===== config.mk =====
export PLATFORM = sky130hd
export DESIGN_NAME = spi_adc_reader
export DESIGN_NICKNAME = d
export VERILOG_FILES = /design/src/rtl/spi_adc_reader.sv
export SDC_FILE = /design/constraint.sdc
export NUM_CORES = 1
export LEC_CHECK = 0
export CELL_PAD_IN_SITES_DETAIL_PLACEMENT = 0
export CELL_PAD_IN_SITES_GLOBAL_PLACEMENT = 1
export CORE_ASPECT_RATIO = 0.6
export CORE_UTILIZATION = 42
export DETAILED_ROUTE_END_ITERATION = 12
export PLACE_DENSITY_LB_ADDON = 0.1
export SLEW_MARGIN = 20
export SYNTH_ARGS = -nofsm -noshare
export SYNTH_HDL_FRONTEND = slang
export SYNTH_SLANG_ARGS = --single-unit

===== constraint.sdc =====
create_clock -name clk -period 3.61 [get_ports clk]
set_clock_uncertainty 0.05 [all_clocks]
set_input_delay 0.722 -clock clk [delete_from_list [all_inputs] [get_ports clk]]
set_output_delay 0.722 -clock clk [all_outputs]
set_load 0.005 [all_outputs]

===== src/rtl/spi_adc_reader.sv =====
// spi_adc_reader: trigger-driven ADC sampler. A trigger pulse starts a conversion
// (CNV high for CONV_CYCLES), then the result is clocked in over a read-only SPI
// link and offered to a one-deep AXI-Stream output register.
//
// Output handshake: a sample transfers on any clk edge where m_axis_tvalid and
// m_axis_tready are both 1; tvalid never drops and tdata never changes while a
// sample is waiting for tready.
module spi_adc_reader #(
  parameter int DATA_WIDTH  = 16,
  parameter int CONV_CYCLES = 40,
  parameter int SCK_HALF    = 2
) (
  input  logic                  clk,
  input  logic                  reset,
  input  logic                  trigger,
  output logic                  spi_cnv,
  output logic                  spi_sck,
  input  logic                  spi_sdo,
  output logic [DATA_WIDTH-1:0] m_axis_tdata,
  output logic                  m_axis_tvalid,
  input  logic                  m_axis_tready,
  output logic                  busy,
  output logic [15:0]           overrun_count,
  output logic [15:0]           drop_count,
  output logic [1:0]            dbg_state
);

  localparam int CCW = (CONV_CYCLES > 1) ? $clog2(CONV_CYCLES) : 1;
  localparam int HCW = (SCK_HALF > 1) ? $clog2(SCK_HALF) : 1;
  localparam int BCW = (DATA_WIDTH > 1) ? $clog2(DATA_WIDTH) : 1;
  localparam logic [CCW-1:0] CONV_LAST = CCW'(CONV_CYCLES - 1);
  localparam logic [HCW-1:0] HALF_LAST = HCW'(SCK_HALF - 1);
  localparam logic [BCW-1:0] BIT_LAST  = BCW'(DATA_WIDTH - 1);

  typedef enum logic [1:0] {
    S_IDLE    = 2'd0,
    S_CONVERT = 2'd1,
    S_SHIFT   = 2'd2
  } state_t;

  state_t                r_state;
  logic [CCW-1:0]        r_conv_cnt;
  logic [HCW-1:0]        r_half_cnt;
  logic [BCW-1:0]        r_bit_cnt;
  logic [DATA_WIDTH-1:0] r_shreg;
  logic                  r_cnv;
  logic                  r_sck;
  logic                  r_busy;
  logic [DATA_WIDTH-1:0] r_tdata;
  logic                  r_tvalid;
  logic [15:0]           r_overrun;
  logic [15:0]           r_drop;

  logic                  w_half_done;
  logic                  w_done;
  logic [DATA_WIDTH:0]   w_shift_ext;
  logic [DATA_WIDTH-1:0] w_shift_next;

  // The edge that ends an SCK half-period while SCK is high is the falling edge;
  // SDO is captured there. The last such edge completes the sample.
  assign w_half_done  = (r_half_cnt == HALF_LAST);
  assign w_done       = (r_state == S_SHIFT) && w_half_done && r_sck && (r_bit_cnt == BIT_LAST);
  assign w_shift_ext  = {r_shreg, spi_sdo};
  assign w_shift_next = w_shift_ext[DATA_WIDTH-1:0];

  // Conversion / readout sequencer with registered CNV, SCK and busy.
  always_ff @(posedge clk or posedge reset) begin
    if (reset) begin
      r_state    <= S_IDLE;
      r_conv_cnt <= '0;
      r_half_cnt <= '0;
      r_bit_cnt  <= '0;
      r_shreg    <= '0;
      r_cnv      <= 1'b0;
      r_sck      <= 1'b0;
      r_busy     <= 1'b0;
    end else begin
      case (r_state)
        S_IDLE: begin
          if (trigger) begin
            r_state    <= S_CONVERT;
            r_cnv      <= 1'b1;
            r_busy     <= 1'b1;
            r_conv_cnt <= '0;
          end
        end
        S_CONVERT: begin
          if (r_conv_cnt == CONV_LAST) begin
            r_state    <= S_SHIFT;
            r_cnv      <= 1'b0;
            r_sck      <= 1'b0;
            r_half_cnt <= '0;
            r_bit_cnt  <= '0;
          end else begin
            r_conv_cnt <= r_conv_cnt + 1'b1;
          end
        end
        S_SHIFT: begin
          if (w_half_done) begin
            r_half_cnt <= '0;
            r_sck      <= ~r_sck;
            if (r_sck) begin
              r_shreg <= w_shift_next;
              if (r_bit_cnt == BIT_LAST) begin
                r_state <= S_IDLE;
                r_busy  <= 1'b0;
              end else begin
                r_bit_cnt <= r_bit_cnt + 1'b1;
              end
            end
          end else begin
            r_half_cnt <= r_half_cnt + 1'b1;
          end
        end
        default: begin
          r_state <= S_IDLE;
          r_cnv   <= 1'b0;
          r_sck   <= 1'b0;
          r_busy  <= 1'b0;
        end
      endcase
    end
  end

  // One-deep output register: a completed sample loads if the slot is empty or
  // being drained this edge, otherwise it is dropped and counted.
  always_ff @(posedge clk or posedge reset) begin
    if (reset) begin
      r_tdata  <= '0;
      r_tvalid <= 1'b0;
      r_drop   <= '0;
    end else if (w_done) begin
      if (!r_tvalid || m_axis_tready) begin
        r_tdata  <= w_shift_next;
        r_tvalid <= 1'b1;
      end else if (r_drop != 16'hFFFF) begin
        r_drop <= r_drop + 16'd1;
      end
    end else if (r_tvalid && m_axis_tready) begin
      r_tvalid <= 1'b0;
    end
  end

  // Saturating count of triggers that arrive while a conversion is in flight,
  // including the completion edge itself.
  always_ff @(posedge clk or posedge reset) begin
    if (reset) begin
      r_overrun <= '0;
    end else if (trigger && (r_state != S_IDLE) && (r_overrun != 16'hFFFF)) begin
      r_overrun <= r_overrun + 16'd1;
    end
  end

  assign spi_cnv       = r_cnv;
  assign spi_sck       = r_sck;
  assign busy          = r_busy;
  assign m_axis_tdata  = r_tdata;
  assign m_axis_tvalid = r_tvalid;
  assign overrun_count = r_overrun;
  assign drop_count    = r_drop;
  assign dbg_state     = r_state;

endmodule


# ---- Word-level counts from Yosys, hierarchy flattened
# Index checks and enable logic that the tools add are counted.
dict set report classes {
  addsub 5
  n_eq_ne 14
  muxes 28
  bitwise 5
  n_reduce_logical 24
}
# operator n
set op_table {}
lappend op_table {{16-bit by 1-bit adder with 16-bit output (second input constant)} 2}
lappend op_table {{16-bit != test (second input constant)} 2}
lappend op_table {{4-bit 2-to-1 mux} 4}
lappend op_table {{3-bit AND reduction} 5}
lappend op_table {{5-bit AND reduction} 3}
lappend op_table {{6-bit 2-to-1 mux} 2}
lappend op_table {{2-bit != test (second input constant)} 6}
lappend op_table {{6-bit case mux with 2 select lines} 1}
lappend op_table {{1-bit 2-to-1 mux} 10}
lappend op_table {{2-bit 2-to-1 mux} 5}
lappend op_table {{1-bit case mux with 3 select lines} 3}
lappend op_table {{4-bit case mux with 2 select lines} 1}
lappend op_table {{2-bit nonzero test} 4}
lappend op_table {{6-bit by 1-bit adder with 6-bit output (second input constant)} 1}
lappend op_table {{6-bit equality test (second input constant)} 1}
lappend op_table {{1-bit logical AND} 6}
lappend op_table {{2-bit case mux with 3 select lines} 1}
lappend op_table {{2-bit AND reduction} 3}
lappend op_table {{1-bit inverter} 5}
lappend op_table {{4-bit by 1-bit adder with 4-bit output (second input constant)} 1}
lappend op_table {{4-bit equality test (second input constant)} 1}
lappend op_table {{2-bit by 1-bit != test with 1-bit output (second input constant)} 2}
lappend op_table {{2-bit by 1-bit equality test with 1-bit output (second input constant)} 1}
lappend op_table {{2-bit equality test (second input constant)} 1}
lappend op_table {{5 further kinds} 5}
dict set report word_totals {
  ff_bits 80
  inputBits 5
  out_inout_bits 54
  word_cells 88
}

# ---- Depth between registers and ports, before layout
# Gate-level depths: netlist of run 1.
dict set report logic_depth {
  word_depth 6
  depth_mapped 7
  ltp_nobuf 6
}

# ---- Worst setup path after synthesis of run 1
# OpenSTA, ideal clock, no wires.
dict set report synth_timing {
  path_type {register to register}
  startpoint {register r_overrun[0], in the netlist overrun_count[0]}
  endpoint {register r_overrun[1], in the netlist overrun_count[1]}
  setup_time_ns 0.125
  t_arrival_ns 1.684
  required_ns 3.435
  setup_slack_ns 1.752
  path_stages_with_launch 6
  path_buffers 0
  period_less_slack_ns 1.858
  cell_sequence {dfrtp_1 -> ha_1 -> and4_1 -> and4_4 -> a21oi_2 -> mux2_2}
}
dict set report synth_between {
  elab_chain_cells 2
  word_cells_on_any_way 3
  classes_between {add/sub (1); eq/ne (1); reduce/logical (1)}
}
# item line_no
set synth_lines {}
lappend synth_lines {{start, declared} 51} ;# logic [15:0] r_overrun;
lappend synth_lines {{start signal, assigned} 150} ;# r_overrun <= r_overrun + 16'd1;
lappend synth_lines {{branches (longest 2 deep; another with 16-bit by 1-bit adder with 16-bit output)} -}
# Several ways; the timed one is not identified.
# A chain may end at the register's enable or synchronous reset.

# ---- Final worst setup path of run 1
dict set report layout_timing {
  startpoint {register r_state[0], in the netlist dbg_state[0]}
  endpoint {register r_tdata[1], in the netlist m_axis_tdata[1]}
}
dict set report layout_between {
  elab_chain_cells 5
}
# item line_no
set layout_lines {}
lappend layout_lines {{start, declared} 41} ;# state_t r_state;
lappend layout_lines {{start signal, assigned} 69} ;# r_state <= S_IDLE;
lappend layout_lines {{start signal, assigned} 81} ;# r_state <= S_CONVERT;
lappend layout_lines {{start signal, assigned} 89} ;# r_state <= S_SHIFT;
lappend layout_lines {{2-bit equality test} 62} ;# assign w_done = (r_state == S_SHIFT) && w_half_done && r_sck && (r_bit_cnt == BIT_LAST);
lappend layout_lines {{1-bit logical AND (3 in series)} 62}
lappend layout_lines {{2-bit AND reduction (no line)} -}
lappend layout_lines {{end signal, assigned} 134} ;# r_tdata <= w_shift_next;
lappend layout_lines {{end, declared} 49} ;# logic [DATA_WIDTH-1:0] r_tdata;
# Every way passes these cells.

==> results of run 1 <==
-- cells by family after synthesis --
family,Yosys count
AO/OA/AOI/OAI,31
XOR/XNOR,30
adder cells (fa/ha/maj),4
buffers and inverters,13
flip-flops,80
multiplexers,34
AND/OR/NAND/NOR,95
-- power by group through the flow --
stage | Combinational [W] | Clock (W) | Sequential (W)
after floorplan | 0.000210 | 0 | 0.00109
after global placement | 0.000358 | 0 | 0.00112
after detailed placement | 0.000362 | 0 | 0.00112
after CTS | 0.000364 | 0.000975 | 0.00110
after global routing | 0.000402 | 0.00101 | 0.00112
final | 0.000362 | 0.000952 | 0.00111
-- cell usage in the layout, fill, tap and decap left out, types with 4 or more instances in the layout --
cell,n
xnor2_1,21
a21o_1,4
clkbuf_16,9
mux2_2,33
nand3_1,19
xor2_1,9
nand2_1,20
inv_1,5
clkdlybuf4s50_1,58
dfrtp_1,80
and3_1,9
ha_1,4
a21oi_1,4
o21ai_0,13
nor2_1,10
nand4_1,10
nor3_1,7
-- routing by layer --
layer / GRT usage [%] / wire (µm) / vias up
met1: 27.54 / 3850 / 1195
met2: 21.97 / 2726 / 56
li1: - / - / 1154
met4: 6.173 / 70 / 0
met3: 5.469 / 353 / 9
met5: 0 / 0 / -
-- final cells by class --
type | count | area, µm²
clock buffers | 10 | 229.0
clock inverters | 5 | 82.58
fillers | 698 | 3458
inverters | 6 | 23.77
multi-input cells | 194 | 1469
flip-flops and latches | 80 | 2002
well taps | 108 | 135.1
repair buffers | 60 | 608.1
-- state kept, by name (all words and copies together) (netlist names) --
register	cells
busy	1
dbg_state	2
drop_count	16
m_axis_tdata	16
m_axis_tvalid	1
overrun_count	16
r_bit_cnt	4
r_conv_cnt	6
r_half_cnt	1
r_shreg	15
spi_cnv	1
spi_sck	1
-- how the worst max path moves through the flow --
stage,end,slack [ps],cells after the start
after floorplan,busy$_DFFE_PP0P_,790,1
after global placement,m_axis_tdata[13]$_DFFE_PP0P_,1080,4
after detailed placement,m_axis_tdata[1]$_DFFE_PP0P_,1050,4
after CTS,m_axis_tdata[1]$_DFFE_PP0P_,1160,5
after global routing,m_axis_tdata[4]$_DFFE_PP0P_,1020,5
final,m_axis_tdata[1]$_DFFE_PP0P_,1180,5
-- worst max-delay path: stages, from the launching register on --
cell and delay (ps):
dfrtp_1 540, nand4b_1 250, buf_4 240, nand2b_1 190
nor2_2 610, mux2_2 410
-- metrics by stage --
stage / instance area (µm²) / utilization [%] / cells / hold WS [ps] / worst slack, ps
CTS: 4549 / 56.81 / 463 / 436.0 / 1156
floorplan: 3535 / - / 287 / 423.6 / 786.3
finish: 4549 / 56.81 / 463 / 428.6 / 1184
detailed placement: 4238 / 52.92 / 448 / 418.5 / 1047
global placement: 4238 / 52.92 / 448 / 417.6 / 1084
global route: 4549 / 56.81 / 463 / 459.4 / 1017
==> impl_metrics.ini, run 1 <==
[hold_path]
min_to = spi_cnv$_DFFE_PP0P_
worstHoldPathCells = 1
hp-class = flop to flop
min_from = spi_cnv$_DFFE_PP0P_

[worst_setup_path]
r2r_end = m_axis_tdata[1]$_DFFE_PP0P_
required_ps = 3780
r2r-start = dbg_state[0]$_DFFE_PP0P_
critical_path_class = flop to flop
worst-path-max-fanout = 20
cp.arrival_ps = 2590
r2r_setup_slack_ps = 1180
endpoint_kind = flop
startpoint = dbg_state[0]$_DFFE_PP0P_
reg2reg_depth = 5
critPathLaunchType = flop

[timing]
setup_viol_count_final = 0
finalHoldViolations = 0
fmax_mhz = 412.1
rsz0062_at_grt = false
worst_pin_slew_ps = 784.9
maxSlewViolCount = 0
period_minus_slack_ps = 2426
slew_headroom_pct = 47.62
fin_crit_sh_pct = 67.21
tns_ps = 0

[logic_synthesis]
synth_top_family_by_area = simple AND/OR/NAND/NOR gates
yosys-top-cells-count = dfrtp_1 (80), mux2_2 (33), xnor2_1 (21), nand2_1 (20), nand3_1 (19)
yosys.area.top_type = dfrtp_1
yosysTopAreaCellShare_pct = 56.64
syn_area_mm2 = 0.003535
synth_edf_count = 0
muxShareOfSynthArea_pct = 10.80
synth.most_common_cell = dfrtp_1
yosysSeqAreaShare_pct = 56.64
synth_nets = 296
synth.top_cells.by_area = dfrtp_1 (57%), mux2_2 (11%), xnor2_1 (5.2%)
ys_seq_elements = 80
syn_avg_cell_area_um2 = 12.32
synth-xor-area-share_pct = 7.434
yosys.area_share.simple_pct = 15.43
synth_ff_type = dfrtp_1
ys_types = 46
postSynth.asyncResetShare_pct = 100.0
synth-compound-area-share_pct = 6.478
syn_inst = 287
synthAdderAreaFrac_pct = 1.416
yosysWarningCount = 0

[cts]
cts_tree = done
postCtsHoldBufs = 0
clk_latency_ps = 330
cts_inserted_buffers = 9
root_buffer = clkbuf_16
post_cts_buffers = 0
clock-sinks = 80
clk_path_buf_depth = 2
clkSlewWorstSetupHoldPaths_ps = 60
ctsResizeCount = 0
htree_num_levels = 3

[pwr]
peakVddDrop_mv = 0.4184
comb_power_share_pct = 14.9
p_int_w = 0.001789
switching_power_w = 0.0006307
p_leak_nw = 2.079
power_frac_seq_pct = 45.7
swShare_pct = 26.07
powerDensity_mw_per_mm2 = 531.8
clock_power_share_pct = 39.4
p_total_w = 0.002419

[floorplan]
core_mm2 = 0.008008
die_w_um = 120.4
die_h_um = 73.06
rows = 25
dieArea_mm2 = 0.008799
start_util_pct = 44.14
ioPinCount = 59

[route]
first_pass_iters = 4
drt_drc_violations_left = 0
ant_nets = 0
wl_per_cell_um = 15.12
vias = 2414
drt-initial-drc-count = 125
vias_per_cell = 5.214
wirelength_um = 7000

[global_routing]
grt_antenna_before_repair = 0
grt_max_degree = 42
grt_usage_pct = 17.52
grt-ovfl-total = 0
grt_pass1_vias = 2217
grt_first_pass_wirelength_um = 11580

[flow_run]
maxCapViolCount = 0

[placement]
port_buffers = 58
hpwl_um = 4785
place_congestion = 0.7621

[finish]
num-nets-final = 360
syn_to_final_growth_pct = 28.71
layout-drive-gt1-share_pct = 17.46
diodes = 0

[status]
outcome = finished clean
(Power assumes the default switching activity.)
==> run 2, diff against run 1 <==
==> constraint.sdc (replaced) <==
create_clock -name clk -period 2.4 [get_ports clk]
set_clock_uncertainty 0.05 [all_clocks]
set_input_delay 0.48 -clock clk [delete_from_list [all_inputs] [get_ports clk]]
set_output_delay 0.48 -clock clk [all_outputs]
set_load 0.005 [all_outputs]
==> impl_metrics.ini, run 2 (same netlist as run 1, synthesis figures left out) <==
[status]
outcome = finished clean

[timing]
fmax_mhz = 463.7
setup_viol_count_final = 0
rsz0062_at_grt = false
fin_crit_sh_pct = 89.85
tns_ps = 0
worst_pin_slew_ps = 804.2
period_minus_slack_ps = 2157
fin_ws_ps = 243.5
slew_headroom_pct = 46.33
finalHoldViolations = 0
maxSlewViolCount = 0

[floorplan]
die_w_um = 120.4
core_mm2 = 0.008008
die_h_um = 73.06
start_util_pct = 44.14
ioPinCount = 59
dieArea_mm2 = 0.008799
rows = 25

[cts]
clkSlewWorstSetupHoldPaths_ps = 60
cts_inserted_buffers = 9
clk_latency_ps = 340
cts_tree = done
root_buffer = clkbuf_16
htree_num_levels = 3
clk_path_buf_depth = 2
post_cts_buffers = 0
clock-sinks = 80
postCtsHoldBufs = 0
ctsResizeCount = 0

[worst_setup_path]
reg2reg_depth = 5
r2r_end = m_axis_tdata[2]$_DFFE_PP0P_
critPathLaunchType = flop
worst-path-max-fanout = 16
r2r-start = r_bit_cnt[0]$_DFFE_PP0P_
cp.arrival_ps = 2330
r2r_setup_slack_ps = 240
critical_path_class = flop to flop
endpoint_kind = flop
required_ps = 2570

[pwr]
p_total_w = 0.003592
clock_power_share_pct = 38.3
powerDensity_mw_per_mm2 = 783.3
power_frac_seq_pct = 45.4
p_leak_nw = 2.094
swShare_pct = 27.13
peakVddDrop_mv = 0.5768
switching_power_w = 0.0009743
comb_power_share_pct = 16.3
p_int_w = 0.002617

[global_routing]
grt_first_pass_wirelength_um = 11640
use_met1_pct = 26.26
grt_usage_pct = 17.48
busiest_layer = met1
grt_antenna_before_repair = 0
grt_max_degree = 36
use_met3_pct = 5.859
grt-ovfl-total = 0
grt_pass1_vias = 2278
met2_usage_pct = 23.12

[placement]
place_ws_ps = 96.05
place_area_mm2 = 0.004283
hpwl_um = 4618
port_buffers = 58
place_congestion = 0.7609

[finish]
final_cell_area_mm2 = 0.004586
fillCellCount = 706
syn_to_final_growth_pct = 29.73
multi_input_area_mm2 = 0.001469
num-nets-final = 364
seq_area_mm2 = 0.002002
layout_common_cells = dfrtp_1 (80), clkdlybuf4s50_1 (58), mux2_2 (33), xnor2_1 (21), nand2_1 (20)
diodes = 0
layout-drive-gt1-share_pct = 18.89
fin_util_pct = 57.27
final_common_cell = dfrtp_1

[hold_path]
min_from = overrun_count[11]$_DFFE_PP0P_
hp-class = flop to flop
worstHoldPathCells = 1
min_to = overrun_count[11]$_DFFE_PP0P_

[route]
drt_drc_violations_left = 0
drt-initial-drc-count = 138
wirelength_um = 6769
first_pass_iters = 4
wl_per_cell_um = 14.46
ant_nets = 0
vias = 2419
vias_per_cell = 5.169

[flow_run]
maxCapViolCount = 0
-- run 2: cell types whose count changed in the layout (fill, tap and decap cells not counted), sizes merged --
cell      before  now
inv            5    8
buf            2    6
bufinv         2    1
clkbuf        10    9
clkinv         4    2
clkinvlp       0    2
-- run 2: layer usage --
metal  vias up  part of all wire, %
met5         -                    0
met4         0                 0.96
met3         8                  4.4
met2        49                   40
met1      1193                   55
li1       1169                    -
-- run 2: worst max-delay path by stage --
stage | from | to | slack [ps] | depth (start not counted)
after floorplan | overrun_count[0]$_DFFE_PP0P_ | overrun_count[1]$_DFFE_PP0P_ | 540 | 5
after global placement | m_axis_tready | m_axis_tdata[13]$_DFFE_PP0P_ | 100 | 4
after detailed placement | m_axis_tready | m_axis_tdata[7]$_DFFE_PP0P_ | 100 | 4
after CTS | r_bit_cnt[0]$_DFFE_PP0P_ | m_axis_tdata[2]$_DFFE_PP0P_ | 200 | 5
after global routing | r_bit_cnt[0]$_DFFE_PP0P_ | m_axis_tdata[11]$_DFFE_PP0P_ | 90 | 5
final | r_bit_cnt[0]$_DFFE_PP0P_ | m_axis_tdata[2]$_DFFE_PP0P_ | 240 | 5
-- run 2: layout make-up --
cell class | count | area share [%]
clock inverter | 7 | 1.692
sequential | 80 | 43.66
multi-input combinational | 194 | 32.03
clock buffer | 9 | 4.911
timing repair buffer | 64 | 14.19
inverter | 6 | 0.5730
tap | 108 | 2.947
-- run 2: power by group through the flow --
| stage | clock network (W) | logic (W) | registers, W |
|---|---|---|---|
| 2_1_floorplan | 0 | 0.000316 | 0.00164 |
| 3_3_place_gp | 0 | 0.000585 | 0.00165 |
| 3_5_place_dp | 0 | 0.000593 | 0.00165 |
| 4_1_cts | 0.00141 | 0.000596 | 0.00163 |
| 5_1_grt | 0.00146 | 0.000662 | 0.00165 |
| 6_report | 0.00138 | 0.000586 | 0.00163 |
-- run 2: per-stage QoR --
step	hold slack (ps)	cells
floorplan	423.6	287
global placement	417.8	452
detailed placement	419.7	452
CTS	441.9	468
global route	450.2	468
finish	437.8	468
-- run 2: worst max-delay path, cell delays in order (launching register included) --
cell and delay [ps]:
dfrtp_1 390, ha_1 190, and3_1 240, nand2b_1 120, nor2_2 630, mux2_2 420
==> RTL edit (flow settings as in run 1) <==
Put one more register stage on the output `overrun_count`. The value now appears one clock later. The other outputs are not delayed to match.
--- a/src/rtl/spi_adc_reader.sv
+++ b/src/rtl/spi_adc_reader.sv
@@ -158,3 +158,5 @@
   assign m_axis_tvalid = r_tvalid;
-  assign overrun_count = r_overrun;
+  always_ff @(posedge clk) begin
+    overrun_count <= r_overrun;
+  end
   assign drop_count    = r_drop;
Behaviour: not the same (Yosys sat finds a counterexample within 4 cycles, from zero or initial values and one cycle with reset high).
==> RTL edit against run 1 <==
Area after synthesis is 11% higher; total power rose by 8.2%; sequential cell count rose by 16; design area increased by 8.7%; die area grew 11%; sequential share of layout area is 2.9 points higher; wire length is 6.1% higher; setup slack better by 68 ps; core utilization shrank 0.49 points; highest routed layer unchanged; largest cell class unchanged; critical path depth is the same.
==> RTL edit: results (changes against run 1) <==
* Outcome: finished clean (unchanged)
* Critical-path maximum fanout at 21 (was 20)
* Sequential-to-total area share from yosys stat at 0.593 (was 0.566)
* Share of cells above drive strength 1 at 0.160 (was 0.175)
* WL met2 at 3.02 mm (was 2.73 mm)
* Tightest Pin Transition at 626 ps (was 785 ps)
* Syn_area_per_cell at 12.4 sq um (was 12.3 sq um)
* Via/cell ratio at 5.23 (was 5.21)
* Ys async rst share at 0.833 (was 1.00)
* DP Cell Count at 483 (was 448)
* Syn_nets at 326 (was 296)
* Post-synthesis xor/xnor area fraction at 0.0626 (was 0.0743)
* Crit path arrival time at 2580 ps (was 2590 ps)
* Non-Filler Instances at 499 (was 463)
* Power share of the clock group at 0.361 (was 0.394)
* Lkg Pwr at 2.20 nW (was 2.08 nW)
* Top area cells in the synthesized netlist: dfrtp_1, mux2_2, dfxtp_1 (was dfrtp_1, mux2_2, xnor2_1)
* Final-layout fill cell count at 763 (was 698)
* Peak VDD IR at 0.351 mV (was 0.418 mV)
* Psw at 0.000682 W (was 0.000631 W)
* Mux contribution to synthesized area at 0.106 (was 0.108)
* Met3 wire length at 266 microns (was 353 microns)
* Die W at 127 microns (was 120 microns)
* Synth Area in Compound Gates at 0.0559 (was 0.0648)
* Synthesized-area fraction occupied by adder cells at 0.0128 (was 0.0142)
* First-pass GRT wire length at 12.8 mm (was 11.6 mm)
[RTL edit: logic make-up (layout without fill, tap and decap cells)]
group / Yosys count / in the layout
adders and majority gates: 4 / 4
muxes: 37 / 37
buffers and inverters: 18 / 88
AOI/OAI and AO/OA: 34 / 34
DFF: 96 / 96
xor gates and xnor gates: 28 / 28
and+or+nand+nor: 100 / 100
[RTL edit: layout make-up]
class / instances / area (sq um) / share of cell area
Clock inverter: 7 / 70.1 / 0.0142
Clock buffer: 9 / 225 / 0.0455
Timing Repair Buffer: 63 / 631 / 0.127
Inverter: 9 / 35.0 / 0.00708
Tap cell: 112 / 140 / 0.0283
Sequential cell: 96 / 2320 / 0.469
Multi-Input combinational cell: 203 / 1520 / 0.308
[RTL edit: final timing paths]
| kind | start | end | slack (ps) | depth (start not counted) |
|---|---|---|---|---|
| max in group asynchronous | reset | r_shreg[6]$_DFFE_PP0P_ | 2140 | 3 |
| worst max-delay path | dbg_state[0]$_DFFE_PP0P_ | drop_count[15]$_DFFE_PP0P_ | 1250 | 5 |
| worst max register to register | dbg_state[0]$_DFFE_PP0P_ | drop_count[15]$_DFFE_PP0P_ | 1250 | 5 |
| min in group asynchronous | reset | r_overrun[13]$_DFFE_PP0P_ | 720 | 2 |
| worst min register to register | r_overrun[4]$_DFFE_PP0P_ | overrun_count[4]$_DFF_P_ | 390 | 0 |
| worst min-delay path | r_overrun[4]$_DFFE_PP0P_ | overrun_count[4]$_DFF_P_ | 390 | 0 |
[RTL edit: worst max-delay path: stages, from the launching register on]
cell and delay (ps):
dfrtp_1 550, nand4b_1 250, buf_4 250, or4_1 710
nor4_4 310, xor2_1 160
[RTL edit: layer usage]
layer,vias to the layer above,GRT usage
li1,1271,-
met1,1289,0.265
met2,46,0.216
met3,4,0.0593
met4,0,0.0536
met5,-,0
